[src/rtl/pc_unit.sv]
// Program counter with redirect priority and an optional return-address stack.
// The RAS is built only when PC_UNIT_RAS_EN is defined.
module pc_unit #(
    parameter int                XLEN         = 32,
    parameter logic [XLEN-1:0]   RESET_VECTOR = '0,
    parameter int                STEP         = 4,
    parameter int                RAS_DEPTH    = 8
) (
    input  logic            clk,
    input  logic            reset,
    input  logic            fetch_ready,
    input  logic            stall,
    input  logic            trap_take,
    input  logic [XLEN-1:0] trap_vector,
    input  logic            br_taken,
    input  logic [XLEN-1:0] br_target,
    input  logic            call_push,
    input  logic            ret_pop,
    output logic [XLEN-1:0] pc_o,
    output logic [XLEN-1:0] pc_plus_o,
    output logic            misalign_o,
    output logic            ras_empty_o,
    output logic            ras_full_o
);

    localparam logic [XLEN-1:0] STEP_X   = XLEN'(STEP);
    localparam logic [XLEN-1:0] LOW_MASK = STEP_X - XLEN'(1);

    logic [XLEN-1:0] pc_q;
    logic [XLEN-1:0] pc_d;
    logic            misalign_q;
    logic            misalign_d;

    logic            advance;
    logic            redirect;
    logic [XLEN-1:0] redir_tgt;
    logic [XLEN-1:0] pc_plus;

    logic            ras_pop;
    logic [XLEN-1:0] ras_top;

    assign advance   = fetch_ready & ~stall;
    assign redirect  = trap_take | br_taken;
    assign redir_tgt = trap_take ? trap_vector : br_target;
    assign pc_plus   = pc_q + STEP_X;

    always_comb begin
        pc_d       = pc_q;
        misalign_d = 1'b0;
        if (redirect) begin
            pc_d       = redir_tgt & ~LOW_MASK;
            misalign_d = |(redir_tgt & LOW_MASK);
        end else if (ras_pop) begin
            pc_d = ras_top;
        end else if (advance) begin
            pc_d = pc_plus;
        end
    end

    always_ff @(posedge clk) begin
        if (reset) begin
            pc_q       <= RESET_VECTOR;
            misalign_q <= 1'b0;
        end else begin
            pc_q       <= pc_d;
            misalign_q <= misalign_d;
        end
    end

    assign pc_o       = pc_q;
    assign pc_plus_o  = pc_plus;
    assign misalign_o = misalign_q;

`ifdef PC_UNIT_RAS_EN

    localparam int PW = $clog2(RAS_DEPTH);
    localparam int CW = PW + 1;

    logic [XLEN-1:0] ras_q [RAS_DEPTH];
    logic [PW-1:0]   top_q;
    logic [PW-1:0]   top_d;
    logic [CW-1:0]   cnt_q;
    logic [CW-1:0]   cnt_d;
    logic            ras_empty;
    logic            ras_full;
    logic            ras_push;
    logic            wr_en;
    logic [PW-1:0]   wr_idx;

    assign ras_empty = (cnt_q == '0);
    assign ras_full  = (cnt_q == CW'(RAS_DEPTH));
    assign ras_push  = call_push & advance & ~redirect;
    assign ras_pop   = ret_pop & advance & ~ras_empty & ~redirect;
    assign ras_top   = ras_q[top_q];

    // top_q always indexes the newest entry; a push into a full
    // stack lands on the oldest slot, giving circular overwrite.
    always_comb begin
        top_d  = top_q;
        cnt_d  = cnt_q;
        wr_en  = 1'b0;
        wr_idx = top_q;
        if (trap_take) begin
            cnt_d = '0;
        end else if (ras_push && ras_pop) begin
            wr_en = 1'b1;
        end else if (ras_push) begin
            top_d  = top_q + PW'(1);
            wr_idx = top_q + PW'(1);
            wr_en  = 1'b1;
            if (!ras_full) begin
                cnt_d = cnt_q + CW'(1);
            end
        end else if (ras_pop) begin
            top_d = top_q - PW'(1);
            cnt_d = cnt_q - CW'(1);
        end
    end

    always_ff @(posedge clk) begin
        if (reset) begin
            top_q <= '0;
            cnt_q <= '0;
        end else begin
            top_q <= top_d;
            cnt_q <= cnt_d;
        end
    end

    always_ff @(posedge clk) begin
        if (wr_en && !reset) begin
            ras_q[wr_idx] <= pc_plus;
        end
    end

    assign ras_empty_o = ras_empty;
    assign ras_full_o  = ras_full;

`else

    logic unused_ras_inputs;

    assign unused_ras_inputs = call_push ^ ret_pop;
    assign ras_pop           = 1'b0;
    assign ras_top           = '0;
    assign ras_empty_o       = 1'b1;
    assign ras_full_o        = 1'b0;

`endif

endmodule

[config.mk]
export PLATFORM = sky130hd
export DESIGN_NAME = pc_unit
export DESIGN_NICKNAME = d
export VERILOG_FILES = /design/src/rtl/pc_unit.sv
export SDC_FILE = /design/constraint.sdc
export NUM_CORES = 1
export LEC_CHECK = 0
export BUFFER_PORTS_ARGS = -buffer_cell sky130_fd_sc_hd__buf_4
export CAP_MARGIN = 20
export CELL_PAD_IN_SITES_DETAIL_PLACEMENT = 1
export CELL_PAD_IN_SITES_GLOBAL_PLACEMENT = 1
export CORE_MARGIN = 2
export CORE_UTILIZATION = 28
export CTS_BUF_LIST = sky130_fd_sc_hd__clkbuf_16
export CTS_CLUSTER_SIZE = 28
export DETAILED_ROUTE_END_ITERATION = 6
export GPL_ROUTABILITY_DRIVEN = 0
export PLACE_DENSITY_LB_ADDON = 0.1
export SLEW_MARGIN = 5
export SYNTH_ARGS = -nofsm -noshare
export SYNTH_HDL_FRONTEND = slang
export SYNTH_SLANG_ARGS = --single-unit
[constraint.sdc]
create_clock -name clk -period 2.2 [get_ports clk]
set_input_delay 0.22 -clock clk [delete_from_list [all_inputs] [get_ports clk]]
set_output_delay 0.22 -clock clk [all_outputs]
set_load 0.02 [all_outputs]
==> Word level (Yosys, flattened, before mapping) <==
Index checks and enable logic that the tools add are counted.
{ "word_totals": {"register_bits": 33, "in_bits": 72} }
{ "classes": {"n_addsub": 1, "n_mux": 3, "bitwise": 4, "n_reduce_logical": 4} }
{ "ops": {"columns": ["op", "n"], "rows": [
  ["$mux W32", 3],
  ["$add A32 B3 Y32 const B", 1],
  ["$reduce_or A2 Y1", 3],
  ["$not A1 Y1", 2],
  ["$reduce_bool A2 Y1", 1],
  ["$and A1 B1 Y1", 1],
  ["$or A1 B1 Y1", 1]
]} }

==> Logic depth before layout (Yosys ltp) <==
Gate-level depths: netlist (run 1).
{ "depth": {"depth_word": 4, "ltp_mapped": 8, "depth_no_buf": 6} }

==> Least setup slack after synthesis (run 1) <==
No wires, ideal clock.
{ "synth_timing": {"path_kind": "reg2reg", "startpoint": "register pc_q[2] (netlist: pc_o[2])", "endpoint": "register pc_q[26] (netlist: pc_o[26])", "t_arrival_ns": 2.185, "required_ns": 2.139, "slack_ns": -0.046, "path_stages_with_launch": 7, "cell_sequence": "dfxtp_1 ha_1 nand3_1 nor4_4 nand4_1 xnor2_1 o221a_1"} }
{ "synth_between": {"elab_chain_len": 3} }
{ "synth_lines": {"columns": ["element", "line", "source"], "rows": [
  ["start, declared", "29", "logic [XLEN-1:0] pc_q;"],
  ["start signal, assigned", "65", "pc_q <= pc_d;"],
  ["$add A32 B3 Y32", "45", "assign pc_plus = pc_q + STEP_X;"],
  ["named net pc_plus_o[26]", "20", "output logic [XLEN-1:0] pc_plus_o,"],
  ["$mux W32", "55", "end else if (advance) begin"],
  ["$mux W32", "50", "if (redirect) begin"]
]} }
The timed path passes the listed nets, and every way through them passes these cells. The select of a mux whose other input is x is not followed.
A chain may end at the register's enable or synchronous reset.

==> Final worst setup path (run 1) <==
{ "layout_timing": {"startpoint": "register pc_q[28] (netlist: pc_o[28])", "endpoint": "output port pc_plus_o[30]"} }
{ "layout_between": {"elab_chain_len": 1} }
{ "layout_lines": {"columns": ["element", "line"], "rows": [
  ["$add A32 B3 Y32", "45"],
  ["end, declared", "20"]
]} }
No other way between the ends.

==> run summary, run 1 <==
Top cells by area, synth -> dfxtp_1, xnor2_1, nor2_1
Tcrit/Tclk final -> 0.983
Total grt overflow -> 0
Most frequent cells in the layout -> buf_4, nor2_1, nand2_1, a21oi_1, xnor2_1
Vias per cell -> 5.37
Core area -> 9200 sq um
Leak -> 2.00 nW
Status -> finished clean
Initial antenna violation count -> 0
Htree depth -> 2
Antenna cell count -> 0
WL per Instance -> 18.6 microns
CP Launch Type -> flop
Leading cell type in the layout, fill and taps excluded -> buf_4
WP data arrival -> 1.94 ns
Final hold violations -> 0
Dpl hpwl -> 8660 microns
Ys flop type -> dfxtp_1
CP max FO -> 6
FF+latch count, synth -> 31
Clock-pin slew on the worst setup and hold paths -> 0.05 ns
Number of synthesized flops with an enable pin -> 0
DR iter-0 viols -> 85
GRT Util Overall -> 0.216
Post-route insts no fill -> 604
Utilization after layout -> 0.456
CTS Buf Count -> 5
Port Buffers -> 130
Root Buffer -> clkbuf_16
Worst Clk Skew -> 0.00697 ns
Setup crit end kind -> primary output
Placed cells -> 587
Vias in the first global route -> 3424
Global-route wire length before repair -> 17400 microns
CP Data Required Time -> 1.98 ns
Maximum clock rate -> 0.463 GHz
DR pass1 iterations -> 5
Finished Cell Area -> 4200 sq um
Post-Syn Area -> 2650 sq um
Max-cap viol count -> 0
HP Class -> in2reg
Kind of critical path -> reg2out
Register area share after synthesis -> 0.234
Post-synth cell types -> 59
Synth top area share -> 0.234
Minimum clock period -> 2.16 ns
DRC -> 0
# IOs -> 139
Post-Route WL -> 11200 microns
Initial Utilization -> 0.288
Most area-hungry cell type in the Yosys netlist -> dfxtp_1
Largest net degree at the start of global routing -> 35
Die Wd -> 101 microns
Rows -> 35
Antenna viol nets, final -> 0
CTS tree -> built
Post-synthesis async set-or-reset flop share -> 0
Final setup violating endpoints -> 0
Cells after Synth -> 342
Final Max Slew Viols -> 0
Pwr Density -> 480 nW/um^2
Sequential cell area -> 643 sq um
Peak VDD IR -> 0.000242 V
Layout Nets -> 565
Die area -> 10200 sq um
Clk buf depth -> 2
FILL cells -> 1134
RSZ-0062 raised after global routing -> true
Clock sinks -> 31
Via count -> 3242
Layout area overhead -> 58.5%
Post-Place Cell Area -> 3890 sq um
Die height -> 101 microns
Clk Latency, worst-skew pair -> 0.28 ns
Synth warn -> 0
Share of cells above drive strength 1 -> 0.458
Multi-input logic area -> 1940 sq um
Syn_area_per_cell -> 7.74 sq um
[area by class of cell]
type	instances	share of cell area
timing repair buffer	173	0.313
multi-input combinational	274	0.462
clock buffer	5	0.0298
sequential	31	0.153
tap	111	0.0331
clock inverter	3	0.00268
inverter	7	0.00626
[logic make-up (layout without fill, tap and decap cells)]
family	after synthesis	count (layout)	share of synthesized area
simple gates	142	142	0.318
compound gates	91	91	0.253
buf+inv	41	188	0.0718
flops	31	31	0.234
xor+xnor	29	29	0.0959
mux	5	5	0.0189
other cells	2	6	0.00284
fa+ha+maj	1	1	0.00473
[path summary, 6_finish.rpt]
| kind | endpoint | from | slack [ns] | cells past startpoint |
|---|---|---|---|---|
| setup / recovery | pc_plus_o[30] | pc_o[28] | 0.04 | 5 |
| hold / removal | pc_o[2] | trap_vector[2] | 0.20 | 3 |
| setup reg to reg | pc_o[29] | pc_o[2] | 0.35 | 7 |
| hold reg to reg | pc_o[13] | pc_o[13] | 0.56 | 1 |
[synth_stat cells, types with 2 or more instances]
| library cell | n |
|---|---|
| buf_4 | 6 |
| a31oi_1 | 2 |
| nand2_1 | 24 |
| nand4_4 | 2 |
| o21a_1 | 2 |
| nand3_1 | 14 |
| xnor2_1 | 20 |
| inv_1 | 6 |
| buf_2 | 9 |
| nor2_1 | 33 |
| a2111oi_2 | 2 |
| a211oi_1 | 9 |
| nand2b_1 | 2 |
| dfxtp_1 | 31 |
| a221oi_1 | 5 |
| conb_1 | 2 |
| and2_1 | 4 |
| nor3b_1 | 3 |
| nand4_2 | 2 |
| nor3_1 | 13 |
| a21oi_1 | 19 |
| buf_1 | 5 |
| mux2i_1 | 5 |
| a22oi_1 | 12 |
| nor2b_1 | 4 |
| nor4_1 | 3 |
| a222oi_1 | 5 |
| and3_1 | 9 |
| o21ai_0 | 11 |
| o22ai_1 | 3 |
| o31ai_1 | 4 |
| o221ai_1 | 2 |
| a221o_1 | 3 |
| nand4_1 | 11 |
| nor4_4 | 3 |
| clkbuf_1 | 12 |
| clkbuf_2 | 2 |
| a22o_1 | 2 |
| or2_2 | 3 |
| and4_1 | 6 |
| xor2_1 | 9 |
[sequential cells by signal, summed over array words and instances (netlist names)]
signal,count
pc_o,30
misalign_o,1
[report_power, final]
part	internal, W	switching (W)	total, W
clock network	0.000408	0.000268	0.000676
logic	0.000321	0.000351	0.000672
registers	0.000605	0.0000609	0.000666
[timing repair]
action	4_1_cts	5_1_grt
hold endpoints to repair	0	0
setup endpoints to repair	10	11
gates resized for setup	13	21
pin swaps	5	10
setup buffers	3	6
hold buffers	0	0
[metrics by stage]
stage	TNS (ns)	total power, W	hold WS [ns]	worst slack, ns
2_1_floorplan	0	0.00102	0.364	0.0265
3_3_place_gp	0	0.00132	0.468	0.255
3_5_place_dp	0	0.00133	0.482	0.217
4_1_cts	0	0.00202	0.192	0.00385
5_1_grt	-0.0397	0.00211	0.233	-0.0183
6_report	0	0.00201	0.197	0.0383
[metal layers]
metal	vias to the layer above	part of all wire	track usage
met5	-	0	0
met4	0	0.020	0.0644
met3	16	0.046	0.0345
met2	97	0.50	0.389
met1	1562	0.43	0.264
li1	1567	-	-
[critical path: stages, from the launching register on]
cell	delay, ns
dfxtp_1	0.45
and4_1	0.31
nand2_1	0.11
o31a_1	0.32
or2_2	0.30
buf_4	0.16
Note: power is estimated with default switching activity, not from simulation.
==> run 2, diff against run 1 <==
--- a/config.mk
+++ b/config.mk
@@ -10,7 +10,7 @@
 export CELL_PAD_IN_SITES_DETAIL_PLACEMENT = 1
 export CELL_PAD_IN_SITES_GLOBAL_PLACEMENT = 1
 export CORE_MARGIN = 2
-export CORE_UTILIZATION = 28
+export CORE_UTILIZATION = 32
 export CTS_BUF_LIST = sky130_fd_sc_hd__clkbuf_16
 export CTS_CLUSTER_SIZE = 28
 export DETAILED_ROUTE_END_ITERATION = 6
==> run 2 against run 1 <==
Net effect: critical path type unchanged; fmax is 1.9% higher; sequential share of layout area is 0.35 points higher; non-clock buffer count down 10; design area down 2.1%; die area decreased by 12%.
==> run summary, run 2 (synthesis results as in run 1) <==
FILL cells -> 1009
Worst slack at placement -> 0.199 ns
Bufs and invs on worst path -> 2
Setup crit end kind -> primary output
Min-delay src -> trap_vector[2]
Pwr Density -> 514 nW/um^2
Tcrit/Tclk final -> 0.965
Minimum clock period -> 2.12 ns
CP max FO -> 6
DRC -> 0
Antenna cell count -> 0
Htree depth -> 2
CP Data Required Time -> 1.98 ns
Max-cap viol count -> 0
Die Wd -> 95.0 microns
CTS tree -> built
DR iter-0 viols -> 113
Clock-pin slew on the worst setup and hold paths -> 0.05 ns
GRT Util Overall -> 0.229
Crit path max-delay family -> simple AND/OR/NAND/NOR gates
CP Launch Type -> flop
Vias in the first global route -> 3141
Kind of critical path -> reg2out
Root Buffer -> clkbuf_16
Status -> finished clean
Layout area overhead -> 55.2%
Clock sinks -> 31
Leading cell type in the layout, fill and taps excluded -> buf_4
Final setup violating endpoints -> 0
Total grt overflow -> 0
Post-Route WL -> 10300 microns
Critical-path cell list -> and4_4 -> buf_4 -> nand3_1 -> o31a_1 -> or2_2 -> buf_4
Most frequent cells in the layout -> buf_4, nor2_1, nand2_1, a21oi_1, xnor2_1
Post-route insts no fill -> 588
DR pass1 iterations -> 4
Leak -> 1.94 nW
CTS Buf Count -> 5
Worst Clk Skew -> 0.00603 ns
Final Max Slew Viols -> 0
Clk Latency, worst-skew pair -> 0.28 ns
Layout Nets -> 555
Rows -> 33
Utilization after layout -> 0.505
Initial Utilization -> 0.325
Worst reg2reg path depth -> 6
RSZ-0062 raised after global routing -> true
Instance count on the critical path -> 6
Hold path cells -> 3
Die area -> 9020 sq um
Peak VDD IR -> 0.000269 V
FF-to-FF Start -> pc_o[13]
Global-route wire length before repair -> 16100 microns
Most frequent CP cell -> buf_4
Hold_buf cts -> 0
Largest net degree at the start of global routing -> 35
Dpl hpwl -> 8090 microns
CP peak stage delay -> 0.37 ns
Die height -> 95.0 microns
Final hold violations -> 0
Largest register FFs -> 30
Worst setup margin -> 0.0776 ns
Antenna viol nets, final -> 0
Port Buffers -> 130
Maximum clock rate -> 0.471 GHz
WP data arrival -> 1.90 ns
HP Class -> in2reg
Vias per cell -> 5.38
Initial antenna violation count -> 0
Setup TNS -> 0 ns
Crit path launch -> pc_o[18]
Via count -> 3163
Clk buf depth -> 2
CP max-delay cell -> dfxtp_2
WL per Instance -> 17.5 microns
Placed cells -> 579
Core area -> 8130 sq um
Share of cells above drive strength 1 -> 0.445
# IOs -> 139
==> run 2: worst register-to-register path, cell delays in order (launching register included) <==
cell and delay [ns]:
dfxtp_2 0.40, nand4_4 0.19, nor4_4 0.41, buf_4 0.19, nand4_1 0.09, a222oi_1 0.33
nor2_1 0.08
==> run 2: power by group <==
part           internal (W)  switching [W]
Sequential         0.000606      0.0000603
Clock              0.000528       0.000261
Combinational      0.000315       0.000341
Total               0.00145       0.000663
==> run 2: stage by stage <==
stage	cell area (sq um)	power (W)	hold WS, ns
after global placement	3870	0.00131	0.467
after CTS	4060	0.00213	0.188
final	4110	0.00211	0.190
after global routing	4110	0.00222	0.225
after floorplan	2680	0.00102	0.364
after detailed placement	3870	0.00132	0.475
==> run 2: layer usage <==
layer / vias to the layer above / share of wire / GRT usage / wire [microns]
li1: 1553 / - / - / -
met1: 1504 / 0.43 / 0.299 / 4470
met2: 98 / 0.49 / 0.397 / 5050
met3: 8 / 0.063 / 0.0391 / 645
met4: 0 / 0.011 / 0.0459 / 110
met5: - / 0 / 0 / 0
==> run 2: timing repair <==
action / CTS / global route
setup endpoints to repair: 9 / 15
cloned: 0 / 0
setup buffers: 1 / 0
pin swaps: 1 / 3
gates resized for setup: 8 / 20
==> run 2: area by class of cell <==
cell class | count | area, sq um | share of cell area
flip-flops and latches | 31 | 644 | 0.157
clock inverters | 3 | 38.8 | 0.00944
inverters | 7 | 26.3 | 0.00639
well taps | 105 | 131 | 0.0320
multi-input cells | 274 | 1920 | 0.466
repair buffers | 163 | 1230 | 0.299
clock buffers | 5 | 125 | 0.0305
==> run 2: final timing paths <==
kind | slack [ns] | to
setup reg to reg | 0.39 | pc_o[23]
hold / removal | 0.19 | pc_o[2]
hold reg to reg | 0.56 | pc_o[13]
setup / recovery | 0.08 | pc_plus_o[30]
==> run 3, diff against run 2 <==
--- a/config.mk
+++ b/config.mk
@@ -5,12 +5,13 @@
 export SDC_FILE = /design/constraint.sdc
 export NUM_CORES = 1
 export LEC_CHECK = 0
+export ABC_AREA = 1
 export BUFFER_PORTS_ARGS = -buffer_cell sky130_fd_sc_hd__buf_4
 export CAP_MARGIN = 20
 export CELL_PAD_IN_SITES_DETAIL_PLACEMENT = 1
 export CELL_PAD_IN_SITES_GLOBAL_PLACEMENT = 1
 export CORE_MARGIN = 2
-export CORE_UTILIZATION = 32
+export CORE_UTILIZATION = 29
 export CTS_BUF_LIST = sky130_fd_sc_hd__clkbuf_16
 export CTS_CLUSTER_SIZE = 28
 export DETAILED_ROUTE_END_ITERATION = 6
==> run 3 against run 2 <==
Net effect: global-route usage decreased by 2.2 points; sequential share of layout area is 1.8 points higher; first-iteration DRC count is 53% lower; critical path depth grew 1; final cell count fell by 0.17%; clock skew shrank 0.0021 ns; clock-buffer cell count did not move; sequential power grew 2%; critical endpoint is now pc_plus_o[21]; largest power group is now registers; highest routed layer unchanged.
==> run summary, run 3 <==
Status -> finished clean
Max-cap viol count -> 0
Register area share after synthesis -> 0.264
DRC -> 0
CTS Buf Count -> 5
Synth top cells by count -> nand2_1, o21ai_0, dfxtp_1
Pwr Density -> 547 nW/um^2
Worst Clk Skew -> 0.00391 ns
HP Class -> in2reg
Clock sinks -> 31
Post-Syn Area -> 2350 sq um
Most numerous cell in the Yosys netlist -> nand2_1
Root Buffer -> clkbuf_16
Post-synth cell types -> 28
Syn_area_per_cell -> 6.54 sq um
Share of cells above drive strength 1 -> 0.338
Utilization after layout -> 0.459
Largest register FFs -> 30
Leak -> 1.57 nW
CTS tree -> built
# IOs -> 139
Tcrit/Tclk final -> 0.943
Number of synthesized flops with an enable pin -> 0
Minimum clock period -> 2.07 ns
Setup crit end kind -> primary output
FF+latch count, synth -> 31
Final setup violating endpoints -> 0
Synth warn -> 0
Worst reg2reg path depth -> 8
Final hold violations -> 0
Die Wd -> 94.0 microns
Kind of critical path -> reg2out
CP Data Required Time -> 1.98 ns
GRT Util Overall -> 0.207
Maximum clock rate -> 0.482 GHz
Most area-hungry cell type in the Yosys netlist -> dfxtp_1
Dpl hpwl -> 7000 microns
Min-delay src -> reset
Peak VDD IR -> 0.000227 V
FILL cells -> 1028
Worst slack at placement -> 0.361 ns
Worst flop-to-flop path endpoint -> pc_o[27]
Final Max Slew Viols -> 0
Core area -> 7770 sq um
Die area -> 8830 sq um
Min-Delay Endpoint -> pc_o[2]
Clk Latency, worst-skew pair -> 0.28 ns
WP data arrival -> 1.85 ns
CP Launch Type -> flop
Antenna cell count -> 0
Clk buf depth -> 2
Vias per cell -> 4.97
Most frequent cells in the layout -> buf_4, nand2_1, o21ai_0, dfxtp_1, nor2_1
Clock-pin slew on the worst setup and hold paths -> 0.05 ns
WL per Instance -> 15.3 microns
Total grt overflow -> 0
Port Buffers -> 130
Post-synthesis async set-or-reset flop share -> 0
Worst setup margin -> 0.126 ns
Vias in the first global route -> 2974
Die height -> 94.0 microns
Via count -> 2920
Sequential cell area -> 623 sq um
Initial Utilization -> 0.302
RSZ-0062 raised after global routing -> false
FF-to-FF Start -> pc_o[11]
Setup TNS -> 0 ns
Ys flop type -> dfxtp_1
Layout Nets -> 557
DR pass1 iterations -> 4
Leading cell type in the layout, fill and taps excluded -> buf_4
Post-route insts no fill -> 587
Hold_buf cts -> 0
Cells after Synth -> 359
CP max FO -> 5
Layout area overhead -> 51.8%
Largest net degree at the start of global routing -> 34
Antenna viol nets, final -> 0
Hold path cells -> 2
Rows -> 32
Synth top area share -> 0.264
Top cells by area, synth -> dfxtp_1, nand2_1, a221oi_1
Post-Route WL -> 9000 microns
Htree depth -> 2
Multi-input logic area -> 1550 sq um
Placed cells -> 578
DR iter-0 viols -> 53
Global-route wire length before repair -> 14600 microns
R2R Setup Slk -> 0.58 ns
Initial antenna violation count -> 0
## run 3: changes by cell type in the layout (fill, tap and decap cells not counted), moves of 9 or more
cell,change
dfxtp_2,-14
nand4_1,-10
xnor2_1,-13
a211oi_1,-9
o21ai_0,+21
a221oi_1,+17
dfxtp_1,+15
buf_4,-25
and3_1,-9
inv_1,+16
nand2_1,+81
nor3_1,-11
## run 3: report_power, final
group | internal (W) | switching, W | leakage [nW]
logic | 0.000281 | 0.000327 | 1.24
registers | 0.000610 | 0.0000697 | 0.258
clock network | 0.000407 | 0.000253 | 0.0701
## run 3: through the flow
stage                     area (sq um)  hold WS, ns  power, W
final                             3560        0.127   0.00195
after CTS                         3550        0.122   0.00197
after floorplan                   2360        0.299  0.000996
after detailed placement          3410        0.415   0.00130
after global routing              3560        0.141   0.00205
after global placement            3410        0.410   0.00129
## run 3: worst max path at each step
stage                        start            end  cells after the start
after detailed placement   pc_o[3]  pc_plus_o[22]                      8
after global routing       pc_o[2]  pc_plus_o[18]                      8
after floorplan            pc_o[3]       pc_o[12]                      7
after global placement     pc_o[3]  pc_plus_o[22]                      8
after CTS                  pc_o[3]  pc_plus_o[22]                      8
final                     pc_o[10]  pc_plus_o[21]                      7
## run 3: timing repair
action | CTS | global route
endpoints found under the setup margin | 0 | 6
gates resized for setup | 0 | 4
buffers inserted | 0 | 1
## run 3: cell type report
type / instances / area share
clock buffers: 5 / 0.0351
well taps: 102 / 0.0358
flip-flops and latches: 31 / 0.175
multi-input cells: 286 / 0.434
inverters: 22 / 0.0232
repair buffers: 138 / 0.294
clock inverters: 3 / 0.00316
## run 3: logic make-up after synthesis
kind of cell | synth area share
adders and majority gates | 0.00533
and+or+nand+nor | 0.328
xor gates and xnor gates | 0.0688
AOI/OAI and AO/OA | 0.245
other | 0.00320
buffers and inverters | 0.0858
DFF | 0.264
## run 3: worst max-delay path, cell delays in order (launching register included)
cell	delay (ns)
dfxtp_1	0.45
nand2_1	0.19
nor2_1	0.18
nand2_1	0.10
nor2_4	0.19
nand3_1	0.12
and2_1	0.18
buf_4	0.15
## run 3: metal layers
metal  wire, microns  vias to the layer above  track usage
li1                -                     1462            -
met1            4100                     1352        0.273
met2            4210                      100        0.346
met3             624                        6       0.0530
met4              63                        0       0.0326
met5               0                        -            0
